File: src/rtl/hazard_pkg.sv
// Shared types for the pipeline hazard controller: FSM states, forwarding
// selects, the load result encoding and the bundled stall/flush controls.
package hazard_pkg;

  typedef enum logic [1:0] {
    IDLE     = 2'b00,
    MC_BUSY  = 2'b01,
    MEM_WAIT = 2'b10
  } hz_state_e;

  typedef enum logic [1:0] {
    FWD_NONE = 2'b00,
    FWD_W    = 2'b01,
    FWD_M    = 2'b10
  } fwd_e;

  localparam logic [1:0] RES_LOAD = 2'b01;

  typedef struct packed {
    logic stall_f;
    logic stall_d;
    logic stall_e;
    logic stall_m;
    logic flush_d;
    logic flush_e;
    logic flush_m;
    logic flush_w;
  } hz_ctrl_t;

endpackage

File: src/rtl/fwd_sel.sv
// Forwarding select for one Execute source operand; the Memory stage wins
// over Writeback, and register 0 is never forwarded.
module fwd_sel
  import hazard_pkg::*;
#(
  parameter int REG_WIDTH = 5
) (
  input  logic [REG_WIDTH-1:0] rs,
  input  logic [REG_WIDTH-1:0] rd_m,
  input  logic                 reg_write_m,
  input  logic [REG_WIDTH-1:0] rd_w,
  input  logic                 reg_write_w,
  output fwd_e                 fwd
);

  // NOTE: combinational blocks assign every output a default first so no
  // path through the if/else leaves a value held, which would infer a latch.
  always_comb begin
    fwd = FWD_NONE;
    if (rs != '0 && rs == rd_m && reg_write_m) begin
      fwd = FWD_M;
    end else if (rs != '0 && rs == rd_w && reg_write_w) begin
      fwd = FWD_W;
    end
  end

endmodule

File: src/rtl/pipeline_hazard_ctrl.sv
// Hazard unit for a five-stage pipeline: operand forwarding, load-use stall,
// multi-cycle execute stall, memory wait stall and branch flush.
module pipeline_hazard_ctrl
  import hazard_pkg::*;
#(
  parameter int REG_WIDTH  = 5,
  parameter int MC_LATENCY = 4,
  parameter int CNT_WIDTH  = $clog2(MC_LATENCY + 1)
) (
  input  logic                 clk,
  input  logic                 rst,
  input  logic [REG_WIDTH-1:0] rs1_d,
  input  logic [REG_WIDTH-1:0] rs2_d,
  input  logic [REG_WIDTH-1:0] rs1_e,
  input  logic [REG_WIDTH-1:0] rs2_e,
  input  logic [REG_WIDTH-1:0] rd_e,
  input  logic [1:0]           result_src_e,
  input  logic                 mc_start_e,
  input  logic                 pc_src_e,
  input  logic [REG_WIDTH-1:0] rd_m,
  input  logic [REG_WIDTH-1:0] rd_w,
  input  logic                 reg_write_m,
  input  logic                 reg_write_w,
  input  logic                 mem_req_m,
  input  logic                 mem_ready,
  output logic [1:0]           forward_a,
  output logic [1:0]           forward_b,
  output logic                 stall_f,
  output logic                 stall_d,
  output logic                 stall_e,
  output logic                 stall_m,
  output logic                 flush_d,
  output logic                 flush_e,
  output logic                 flush_m,
  output logic                 flush_w,
  output logic                 mc_busy,
  output logic                 mc_done
);

  localparam bit MC_MULTI = (MC_LATENCY >= 2);
  localparam logic [CNT_WIDTH-1:0] CNT_LOAD =
    MC_MULTI ? CNT_WIDTH'(MC_LATENCY - 2) : '0;

  hz_state_e            state_q, state_d, ret_q, ret_d, eff_state;
  logic [CNT_WIDTH-1:0] cnt_q, cnt_d;
  hz_ctrl_t             ctrl;
  logic                 mc_done_c;
  logic                 mc_stall;
  logic                 mem_hold;
  logic                 load_use;
  fwd_e                 fwd_a, fwd_b;

  fwd_sel #(.REG_WIDTH(REG_WIDTH)) u_fwd_a (
    .rs          (rs1_e),
    .rd_m        (rd_m),
    .reg_write_m (reg_write_m),
    .rd_w        (rd_w),
    .reg_write_w (reg_write_w),
    .fwd         (fwd_a)
  );

  fwd_sel #(.REG_WIDTH(REG_WIDTH)) u_fwd_b (
    .rs          (rs2_e),
    .rd_m        (rd_m),
    .reg_write_m (reg_write_m),
    .rd_w        (rd_w),
    .reg_write_w (reg_write_w),
    .fwd         (fwd_b)
  );

  assign load_use = (result_src_e == RES_LOAD) && (rd_e != '0) &&
                    ((rs1_d == rd_e) || (rs2_d == rd_e));

  // Once in MEM_WAIT only mem_ready releases the hold; the cycle it does,
  // the interrupted state's logic runs so no multi-cycle step is lost.
  assign mem_hold  = (state_q == MEM_WAIT) ? !mem_ready : (mem_req_m && !mem_ready);
  assign eff_state = (state_q == MEM_WAIT) ? ret_q : state_q;

  always_comb begin
    ctrl      = '0;
    mc_done_c = 1'b0;
    mc_stall  = 1'b0;
    state_d   = state_q;
    cnt_d     = cnt_q;
    ret_d     = ret_q;

    if (mem_hold) begin
      ctrl.stall_f = 1'b1;
      ctrl.stall_d = 1'b1;
      ctrl.stall_e = 1'b1;
      ctrl.stall_m = 1'b1;
      ctrl.flush_w = 1'b1;
      if (state_q != MEM_WAIT) begin
        ret_d   = state_q;
        state_d = MEM_WAIT;
      end
    end else begin
      state_d = eff_state;
      unique case (eff_state)
        MC_BUSY: begin
          if (cnt_q != '0) begin
            mc_stall = 1'b1;
            cnt_d    = cnt_q - CNT_WIDTH'(1);
          end else begin
            mc_done_c = 1'b1;
            state_d   = IDLE;
          end
        end
        default: begin
          if (mc_start_e) begin
            if (MC_MULTI) begin
              mc_stall = 1'b1;
              cnt_d    = CNT_LOAD;
              state_d  = MC_BUSY;
            end else begin
              mc_done_c = 1'b1;
            end
          end
        end
      endcase

      // Held Decode/Execute already cover a load-use pair, and a branch
      // cannot resolve while Execute is stalled.
      if (mc_stall) begin
        ctrl.stall_f = 1'b1;
        ctrl.stall_d = 1'b1;
        ctrl.stall_e = 1'b1;
        ctrl.flush_m = 1'b1;
      end else if (pc_src_e) begin
        ctrl.flush_d = 1'b1;
        ctrl.flush_e = 1'b1;
      end else if (load_use) begin
        ctrl.stall_f = 1'b1;
        ctrl.stall_d = 1'b1;
        ctrl.flush_e = 1'b1;
      end
    end
  end

  // NOTE: state registers use non-blocking assignments so every flop samples
  // the pre-edge value; blocking here would create order-dependent races.
  always_ff @(posedge clk) begin
    if (rst) begin
      state_q <= IDLE;
      cnt_q   <= '0;
      ret_q   <= IDLE;
    end else begin
      state_q <= state_d;
      cnt_q   <= cnt_d;
      ret_q   <= ret_d;
    end
  end

  assign forward_a = rst ? FWD_NONE : fwd_a;
  assign forward_b = rst ? FWD_NONE : fwd_b;
  assign stall_f   = ctrl.stall_f & ~rst;
  assign stall_d   = ctrl.stall_d & ~rst;
  assign stall_e   = ctrl.stall_e & ~rst;
  assign stall_m   = ctrl.stall_m & ~rst;
  assign flush_d   = ctrl.flush_d & ~rst;
  assign flush_e   = ctrl.flush_e & ~rst;
  assign flush_m   = ctrl.flush_m & ~rst;
  assign flush_w   = ctrl.flush_w & ~rst;
  assign mc_busy   = (state_q == MC_BUSY) & ~rst;
  assign mc_done   = mc_done_c & ~rst;

endmodule

File: config.mk
export PLATFORM = sky130hd
export DESIGN_NAME = pipeline_hazard_ctrl
export DESIGN_NICKNAME = d
export VERILOG_FILES = /design/src/rtl/hazard_pkg.sv /design/src/rtl/fwd_sel.sv /design/src/rtl/pipeline_hazard_ctrl.sv
export SDC_FILE = /design/constraint.sdc
export NUM_CORES = 1
export LEC_CHECK = 0
export CORE_ASPECT_RATIO = 0.6
export CORE_MARGIN = 10
export CORE_UTILIZATION = 37
export CTS_CLUSTER_DIAMETER = 80
export DETAILED_ROUTE_END_ITERATION = 16
export PLACE_DENSITY = 0.88
export SYNTH_ARGS = -nofsm -noshare
export SYNTH_HDL_FRONTEND = slang
export SYNTH_SLANG_ARGS = --single-unit
File: constraint.sdc
create_clock -name clk -period 2.41 [get_ports clk]
set_clock_uncertainty 0.05 [all_clocks]
set_input_delay 0.482 -clock clk [delete_from_list [all_inputs] [get_ports clk]]
set_output_delay 0.482 -clock clk [all_outputs]
set_load 0.1 [all_outputs]
==> flow_summary.json <==
{
  "status": "complete, but fails checks",
  "violations": "setup timing",
  "critPathKind": "input port to primary output",
  "insertion_delay_ns": 0.24,
  "relSlewSlack": 0.801,
  "antenna_found_initial": 1,
  "gp_congestion": 0.876,
  "num_rows": 13,
  "cts_tree": "built",
  "setup_slack_ns": -0.105,
  "syn_nets": 165,
  "maxCapViolCount": 0,
  "grt_max_degree": 10,
  "route.detailed.drc": 0,
  "via_count": 1295,
  "max_stage_delay_ns": 0.41,
  "grt_use_total": 0.195,
  "synth_seq_cells": 7,
  "cts_hold_buf": 0,
  "finalSetupTns_ns": -0.208,
  "cts-root-buf": "clkbuf_8",
  "setup_viol": 2,
  "grt_pass1_vias": 1369,
  "synth-simple-area-share": 0.345,
  "hp-class": "flop to flop",
  "die_height_um": 58.9,
  "grt_use_met2": 0.340,
  "dp_hpwl_um": 4020,
  "ir_drop_mv": 0.174,
  "fin_crit_sh": 1.04,
  "synth_area_leaders": "dfxtp_1 (15%), xor2_1 (14%), xnor2_1 (12%), nor2_1 (5.6%), nor4_2 (5.4%)",
  "syn_area_um2": 931,
  "cts_htree_levels": 1,
  "synthAdderAreaFrac": 0.0269,
  "ys_seq_area_frac": 0.151,
  "dieArea_um2": 4990,
  "required_ns": 1.88,
  "cts_buffers": 3,
  "synth_top_area_frac": 0.151,
  "synth_top_area_cell": "dfxtp_1",
  "synth_compound_area_frac": 0.161,
  "start_util": 0.409,
  "wirelength_um": 5230,
  "cts_max_path_buffers": 2,
  "synth_async_sr_flop_share": 0,
  "syn_inst": 118,
  "vias_per_cell": 5.66,
  "multiInputGateArea_um2": 942,
  "wl_per_cell_um": 22.8,
  "io_buffers": 58,
  "synth_cell_type_count": 38,
  "drive_above_1_share": 0.510,
  "gr-usage-met3": 0.0714,
  "slew_viol_final": 0,
  "cts_sinks": 7,
  "fin_crit_ns": 2.52,
  "seqCellArea_um2": 143,
  "gr-total-overflow": 0,
  "worstSetupStartpointType": "input port",
  "n_fill_cell": 95,
  "die_w_um": 84.8,
  "synth_top_family_by_area": "simple AND/OR/NAND/NOR gates",
  "path_cells": "dlygate4sd2_1 -> xor2_1 -> nor2_1 -> a22oi_2 -> or3_4 -> a21oi_4 -> buf_12",
  "worstSetupEndpointType": "primary output",
  "power_leakage_nw": 0.820,
  "max_freq_mhz": 398,
  "grt_pass1_wl_um": 7710,
  "gr-max-usage-layer": "met2",
  "drt-pass1-iter-count": 4,
  "synthToLayoutAreaGrowth_pct": 116,
  "route.antenna.remaining_nets": 0,
  "crit_fanout": 2,
  "yosysWarnings": 0,
  "yosys-mux-area-fraction": 0,
  "synth-xor-area-share": 0.263,
  "rsz0062_at_grt": "true",
  "layout_commonest_cell": "buf_4",
  "grt_use_met1": 0.204,
  "yosys_most_used_dff": "dfxtp_1",
  "dr.first_iter.drc_count": 56,
  "syn_area_per_cell_um2": 7.89,
  "io_pins": 59,
  "synth-edff-count": 0,
  "crit_slowest_cell": "or3_4",
  "fin_hold_ws_ns": 0.456,
  "final_cell_mix": "buf_4 (22), buf_12 (14), xnor2_1 (13), dlygate4sd2_1 (11), xor2_1 (10)",
  "arrival_ns": 1.98,
  "core_um2": 2280,
  "cts.clk_slew.worst_paths_ns": 0.05,
  "p_per_area_nw_per_um2": 363,
  "finalHoldViolCount": 0,
  "tightest_slew_ns": 0.297,
  "nNetsFinal": 246
}
[synth_stat cells (2+ instances only)]
library cell,number
a211oi_1,2
xor2_1,15
nor2_4,2
nor4_2,4
nor3b_1,3
or4_4,2
a21oi_1,3
nor2_1,14
nand2b_1,2
nand4_1,3
xnor2_1,13
nor2b_1,7
nand3_1,2
inv_1,8
o21ai_1,2
buf_4,2
o21ai_0,2
o21a_1,2
ha_1,2
nand2_1,3
dfxtp_1,7
nor3_1,2
[cells by family after synthesis]
group / count (synthesis)
AO/OA/AOI/OAI: 20
XOR/XNOR: 28
adder cells (fa/ha/maj): 2
buffers and inverters: 11
flip-flops: 7
AND/OR/NAND/NOR: 50
[power by group]
group,leakage (nW),switching [W],internal [W]
combinational,0.739,0.000236,0.000181
sequential,0.0579,0.00000876,0.000123
clock,0.0228,0.0000660,0.000116
[critical path: cells and delay by family]
| kind | cells | cell delay, ns |
|---|---|---|
| buffers and inverters | 2 | 0.45 |
| and+or+nand+nor | 2 | 0.58 |
| AOI/OAI and AO/OA | 2 | 0.32 |
| xor gates and xnor gates | 1 | 0.15 |
[metrics by stage]
stage | setup slack [ns] | total power (W) | util | cell area (um^2) | instances
after floorplan | -0.386 | 0.000333 | - | 1000 | 118
after global placement | -0.352 | 0.000511 | 0.825 | 1880 | 222
after detailed placement | -0.523 | 0.000528 | 0.825 | 1880 | 222
after CTS | -0.0842 | 0.000713 | 0.870 | 1980 | 227
after global routing | -0.0981 | 0.000756 | 0.884 | 2010 | 229
final | -0.105 | 0.000731 | 0.884 | 2010 | 229
[per-layer routing]
layer	part of all wire	vias to the layer above	routed length [um]
met5	0	-	0
met4	0.055	0	287
met3	0.075	31	391
met2	0.51	70	2650
met1	0.36	622	1900
li1	-	572	-
[sequential cells by signal, summed over array words and instances, names as in the netlist]
register,cells
cnt_q,3
ret_q,2
state_q,2
[final timing paths]
| kind | start | endpoint | slack [ns] | depth (start not counted) |
|---|---|---|---|---|
| worst min-delay path | cnt_q[0] | cnt_q[0] | 0.46 | 2 |
| worst max register to register | ret_q[0] | cnt_q[1] | 0.75 | 5 |
| worst max-delay path | rs1_d[1] | stall_d | -0.11 | 7 |
| worst min register to register | cnt_q[0] | cnt_q[0] | 0.46 | 2 |
[area by class of cell]
class / count / share of cell area
clock buffers: 4 / 0.0224
diodes: 1 / 0.00124
repair buffers: 79 / 0.404
flip-flops and latches: 7 / 0.0709
inverters: 8 / 0.0149
multi-input cells: 100 / 0.468
well taps: 30 / 0.0187
[repair_timing]
item | in CTS | in global routing
resized for setup | 107 | 24
setup buffers | 1 | 1
pin swaps | 28 | 18
setup endpoints to repair | 8 | 9
hold endpoints to repair | 0 | 0
Power figures use the tool's default switching activity.
==> edit 1: new RTL, same settings <==
The 3 states of `hz_state_e` get a one-hot encoding in 3 bits.
--- a/src/rtl/hazard_pkg.sv
+++ b/src/rtl/hazard_pkg.sv
@@ -4,6 +4,6 @@
 
-  typedef enum logic [1:0] {
-    IDLE     = 2'b00,
-    MC_BUSY  = 2'b01,
-    MEM_WAIT = 2'b10
+  typedef enum logic [2:0] {
+    IDLE     = 3'b001,
+    MC_BUSY  = 3'b010,
+    MEM_WAIT = 3'b100
   } hz_state_e;
Formal check against the unedited RTL: no difference found for any inputs over 10 cycles, from zero or initial values and one cycle with rst high; not proved beyond that.
==> edit 1 against the unedited design <==
The run still ends with negative setup slack left. Final area increased by 18%. Setup slack got worse by 0.11 ns. Power is 14% higher. Wire length rose by 11%. Combinational power up 13%. Fmax fell by 4.2%. Sequential cell count rose by 2. Synthesized area grew 15%. Critical endpoint is now stall_f. Largest power group unchanged. Highest routed layer unchanged.
==> edit 1: results (changes against the unedited design) <==
crit path to stall_f (was stall_d); status finished with violations (unchanged); R2R Path End cnt_q[2]$_SDFFE_PP0P_ (was cnt_q[1]$_SDFFE_PP0P_); largest net degree at the start of global routing 17 (was 10); hold path startpoint ret_q[1]$_SDFFE_PP0P_ (was cnt_q[0]$_SDFFE_PP0P_); Hold Crit Endpoint ret_q[1]$_SDFFE_PP0P_ (was cnt_q[0]$_SDFFE_PP0P_); worst r2r src cnt_q[0]$_SDFFE_PP0P_ (was ret_q[0]$_SDFFE_PP0P_); failing checks negative setup slack (unchanged); peak supply drop 0.213 mV (was 0.174 mV); Synth top cells by count nor2_1 (17), xnor2_1 (16), xor2_1 (14), nor2b_1 (10), dfxtp_1 (9) (was xor2_1 (15), nor2_1 (14), xnor2_1 (13), inv_1 (8)); layout cells sized above 1 45.4% (was 51.0%); part of the Yosys area used for sequential elements 16.8% (was 15.1%); vias in the first global route 1,673 (was 1,369); Setup violations, final 8 (was 2); final worst setup slack -0.217 ns (was -0.105 ns); DRT Pass-1 Iters 5 (was 4); relative slew slack 67.6% (was 80.1%); Fillers 136 (was 95); syn_nets 188 (was 165); CP delay by family, top buffers and inverters (was simple AND/OR/NAND/NOR gates); Flop pwr share 21.1% (was 18.1%); GRT Overall Usage 22.1% (was 19.5%); average via count per standard cell 5.84 (was 5.66); critical path data arrival time 2.10 ns (was 1.98 ns); final weighted congestion in routability-driven placement 0.831 (was 0.876); Syn Area/Cell 7.61 µm² (was 7.89 µm²); Worst setup startpoint result_src_e[0] (was rs1_d[1]); crit-path max cell delay 0.46 ns (was 0.41 ns); synth top area cells dfxtp_1 (17%), xnor2_1 (13%), xor2_1 (11%), nor2_1 (5.9%), nor2b_1 (5.8%) (was dfxtp_1 (15%), xor2_1 (14%), xnor2_1 (12%), nor2_1 (5.6%), nor4_2 (5.4%)); Finished Layout Cells 261 (was 229); DP HPWL 4.47 mm (was 4.02 mm); biggest regs cnt_q: 3 flops, ret_q: 3 flops, state_q: 3 flops (was cnt_q: 3 flops, ret_q: 2 flops, state_q: 2 flops); Power Internal 493 µW (was 420 µW); NumNets Final 275 (was 246); first-pass GRT wire length 9.11 mm (was 7.71 mm); DR WL/cell 22.2 µm (was 22.8 µm)
==> edit 1: changes by cell type in the layout (fill, tap and decap cells not counted), sizes merged, moves of 3 or more <==
| cell | change |
|---|---|
| inv | -3 |
| a21oi | +4 |
| clkdlybuf4s15 | -5 |
| clkdlybuf4s50 | +15 |
| xnor2 | +3 |
| nor2b | +4 |
| nand2 | +4 |
==> edit 1: routing by layer <==
layer | wire, µm | vias up | GRT usage, %
li1 | - | 676 | -
met1 | 2180 | 722 | 23.8
met2 | 3040 | 99 | 42.5
met3 | 390 | 26 | 4.43
met4 | 181 | 0 | 7.88
met5 | 0 | - | 0
==> edit 1: kinds of logic after synthesis <==
logic type	share of synthesized area (%)
simple gates	31.6
compound gates	19.5
xor+xnor	24.5
buf+inv	5.36
flops	16.8
fa+ha+maj	2.33
==> edit 1: layout make-up <==
type / count / area, µm² / share of cell area, %
timing repair buffer: 88 / 925 / 39.1
tap: 34 / 42.5 / 1.80
inverter: 5 / 18.8 / 0.794
multi-input combinational: 121 / 1150 / 48.6
clock buffer: 4 / 45.0 / 1.90
sequential: 9 / 184 / 7.78
==> edit 1: metrics by stage <==
step	setup slack [ns]	setup TNS, ns	instance area, µm²	total power [mW]	hold WS [ns]
final	-0.217	-1.09	2360	0.831	0.484
after CTS	-0.155	-0.843	2350	0.818	0.458
after global placement	-0.316	-2.33	2210	0.597	0.431
after floorplan	-0.456	-2.96	1310	0.415	0.408
after detailed placement	-0.372	-3.03	2210	0.619	0.447
after global routing	-0.258	-1.74	2360	0.857	0.478
==> edit 1: timing repair <==
action | 4_1_cts | 5_1_grt
hold buffers | 0 | 0
endpoints found under the setup margin | 13 | 13
pin swaps | 18 | 10
resized for setup | 66 | 13
setup buffers | 3 | 0
==> edit 2: new RTL, same settings <==
Without the edit above. Set the parameter `MC_LATENCY` to 8 (it was 4).
--- a/src/rtl/pipeline_hazard_ctrl.sv
+++ b/src/rtl/pipeline_hazard_ctrl.sv
@@ -6,3 +6,3 @@
   parameter int REG_WIDTH  = 5,
-  parameter int MC_LATENCY = 4,
+  parameter int MC_LATENCY = 8,
   parameter int CNT_WIDTH  = $clog2(MC_LATENCY + 1)
Function: changed (a bounded check fails within 4 cycles, from zero or initial values and one cycle with rst high).
==> edit 2 against the unedited design <==
The run still ends with negative setup slack left. Wire length increased by 26%. Clock power shrank 5%. Sequential cell count up 1. Hold slack lost 0.010 ns. Final cell count grew 7.4%. Power rose by 15%. Synthesized area rose by 6.5%. Count of clock-buffer cells in the layout fell by 1. Sequential power increased by 19%. Final area rose by 13%. Setup slack better by 0.037 ns. First-iteration DRC count rose to 2.6 times the old value. Highest routed layer unchanged.
==> edit 2: results (changes against the unedited design) <==
status finished with violations (unchanged); failing checks negative setup slack (unchanged); first-pass GRT wire length 8.69 mm (was 7.71 mm); DRT Pass-1 Iters 4 (unchanged); Clock Latency Late Sink 0.24 ns (about the same); Ant. Diodes 0 (was 1); worst r2r src cnt_q[0]$_SDFFE_PP0P_ (was ret_q[0]$_SDFFE_PP0P_); final weighted congestion in routability-driven placement 1.09 (was 0.876); Finished Layout Cells 246 (was 229); worst r2r path cells 8 (was 5); synth top area cells dfxtp_1 (16%), xor2_1 (13%), xnor2_1 (11%), nor4_2 (5.1%), nor2_1 (4.2%) (was dfxtp_1 (15%), xor2_1 (14%), xnor2_1 (12%), nor2_1 (5.6%), nor4_2 (5.4%)); critical path peak fanout 2 (unchanged); biggest regs cnt_q: 4 flops, ret_q: 2 flops, state_q: 2 flops (was cnt_q: 3 flops, ret_q: 2 flops, state_q: 2 flops); DRT iter0 DRCs 144 (was 56); DP HPWL 3.70 mm (was 4.02 mm); CP delay by family, top simple AND/OR/NAND/NOR gates (unchanged); Hold Path Cell Cnt 2 (unchanged); Critical Path Slowest Stage Cell nor4_4 (was or3_4); Lkg Pwr 0.963 nW (was 0.820 nW); post-synthesis cell type count 42 (was 38); deepest clock path buffer count 2 (unchanged); largest net degree at the start of global routing 10 (unchanged); # port buffers 58 (unchanged); hold path startpoint ret_q[1]$_SDFFE_PP0P_ (was cnt_q[0]$_SDFFE_PP0P_); Hold Crit Endpoint ret_q[1]$_SDFFE_PP0P_ (was cnt_q[0]$_SDFFE_PP0P_); peak supply drop 0.498 mV (was 0.174 mV); vias in the first global route 1,522 (was 1,369); syn_nets 167 (was 165); Synth top cells by count xor2_1 (15), xnor2_1 (13), nor2_1 (11), dfxtp_1 (8), inv_1 (7) (was xor2_1 (15), nor2_1 (14), xnor2_1 (13), inv_1 (8)); Synth async-reset ratio 0% (unchanged); clock-pin slew on the worst setup and hold paths 0.04 ns; Setup violations, final 5 (was 2); initial antenna violation count 0 (was 1); Syn Area/Cell 8.26 µm² (was 7.89 µm²); hold_ws 0.446 ns (was 0.456 ns); final wirelength 6.59 mm (was 5.23 mm); Worst setup startpoint rd_m[2] (was rs1_d[1]); final worst setup slack -0.0687 ns (was -0.105 ns); root buffer cell clkbuf_8 (unchanged); H-Tree Depth 1 (unchanged); Fillers 86 (was 95); average via count per standard cell 6.22 (was 5.66); R2R Path End cnt_q[2]$_SDFFE_PP0P_ (was cnt_q[1]$_SDFFE_PP0P_); crit-path max cell delay 0.39 ns (was 0.41 ns); area leader, netlist dfxtp_1 (unchanged); NumNets Final 263 (was 246); GRT Overall Usage 21.6% (was 19.5%); layout cells sized above 1 52.3% (was 51.0%); register-to-register setup slack 0.54 ns (was 0.75 ns); TritonCTS Buffers 3 (unchanged); Placement Setup Slack -0.299 ns (was -0.523 ns); relative slew slack 69.6% (was 80.1%); part of the Yosys area used for sequential elements 16.2% (was 15.1%); DP Cell Count 232 (was 222); max cap viols 0 (unchanged); setup TNS -0.246 ns (was -0.208 ns)
## edit 2: cell count changes after synthesis, sizes merged, moves of 2 or more
cell   change
a21bo      +2
a22oi      +2
nor2       -3
o21a       -2
## edit 2: worst max-delay path by stage
stage | endpoint | slack, ns | cells past startpoint
2_1_floorplan | forward_b[0] | -0.39 | 4
3_3_place_gp | stall_f | -0.29 | 8
3_5_place_dp | stall_d | -0.30 | 8
4_1_cts | forward_b[0] | -0.004 | 6
5_1_grt | stall_f | -0.12 | 7
6_report | forward_a[1] | -0.07 | 6
## edit 2: cell families (layout without fill, tap and decap cells)
logic type | Yosys count | count (layout) | synth area share (%)
xor+xnor | 28 | 28 | 24.7
buf+inv | 10 | 104 | 4.55
simple gates | 49 | 49 | 33.6
compound gates | 23 | 23 | 18.4
flops | 8 | 8 | 16.2
fa+ha+maj | 2 | 2 | 2.52
## edit 2: through the flow
step                      cell area [µm²]  total power [mW]  utilization [%]
after floorplan                      1100             0.383                -
after global placement               2010             0.571             79.8
after detailed placement             2010             0.585             79.8
after CTS                            2130             0.761             84.5
after global routing                 2270             0.858             89.9
final                                2270             0.838             89.9
## edit 2: per-layer routing
metal  track usage, %  wire, µm  up-vias  share of wire [%]
met2             38.1      3180      129                 48
met5                0         0        -                  0
met3             6.24       582       48                8.8
met4             12.4       405        0                6.1
li1                 -         -      619                  -
met1             22.9      2420      735                 37
## edit 2: timing repair
item / in CTS / in global routing
endpoints found under the hold margin: 0 / 0
cloned: 0 / 0
pin swaps: 26 / 21
gates resized for setup: 80 / 39
buffers inserted: 6 / 5
setup endpoints to repair: 10 / 10
## edit 2: report_power, final
| group | total, mW | leakage, nW | switching [mW] | internal (mW) |
|---|---|---|---|---|
| logic | 0.509 | 0.876 | 0.280 | 0.229 |
| registers | 0.157 | 0.0663 | 0.0143 | 0.142 |
| clock network | 0.172 | 0.0216 | 0.0632 | 0.109 |
| total | 0.838 | 0.963 | 0.357 | 0.480 |
## edit 2: worst min-delay path, cell delays in order (launching register included)
cell,delay (ns)
dfxtp_1,0.32
inv_1,0.06
a211oi_1,0.06
## edit 2: layout make-up
type                    count  area share [%]
flip-flops and latches      8            7.17
repair buffers             94            42.9
inverters                   7            1.16
multi-input cells         102            45.2
clock buffers               3            1.82
well taps                  32            1.77
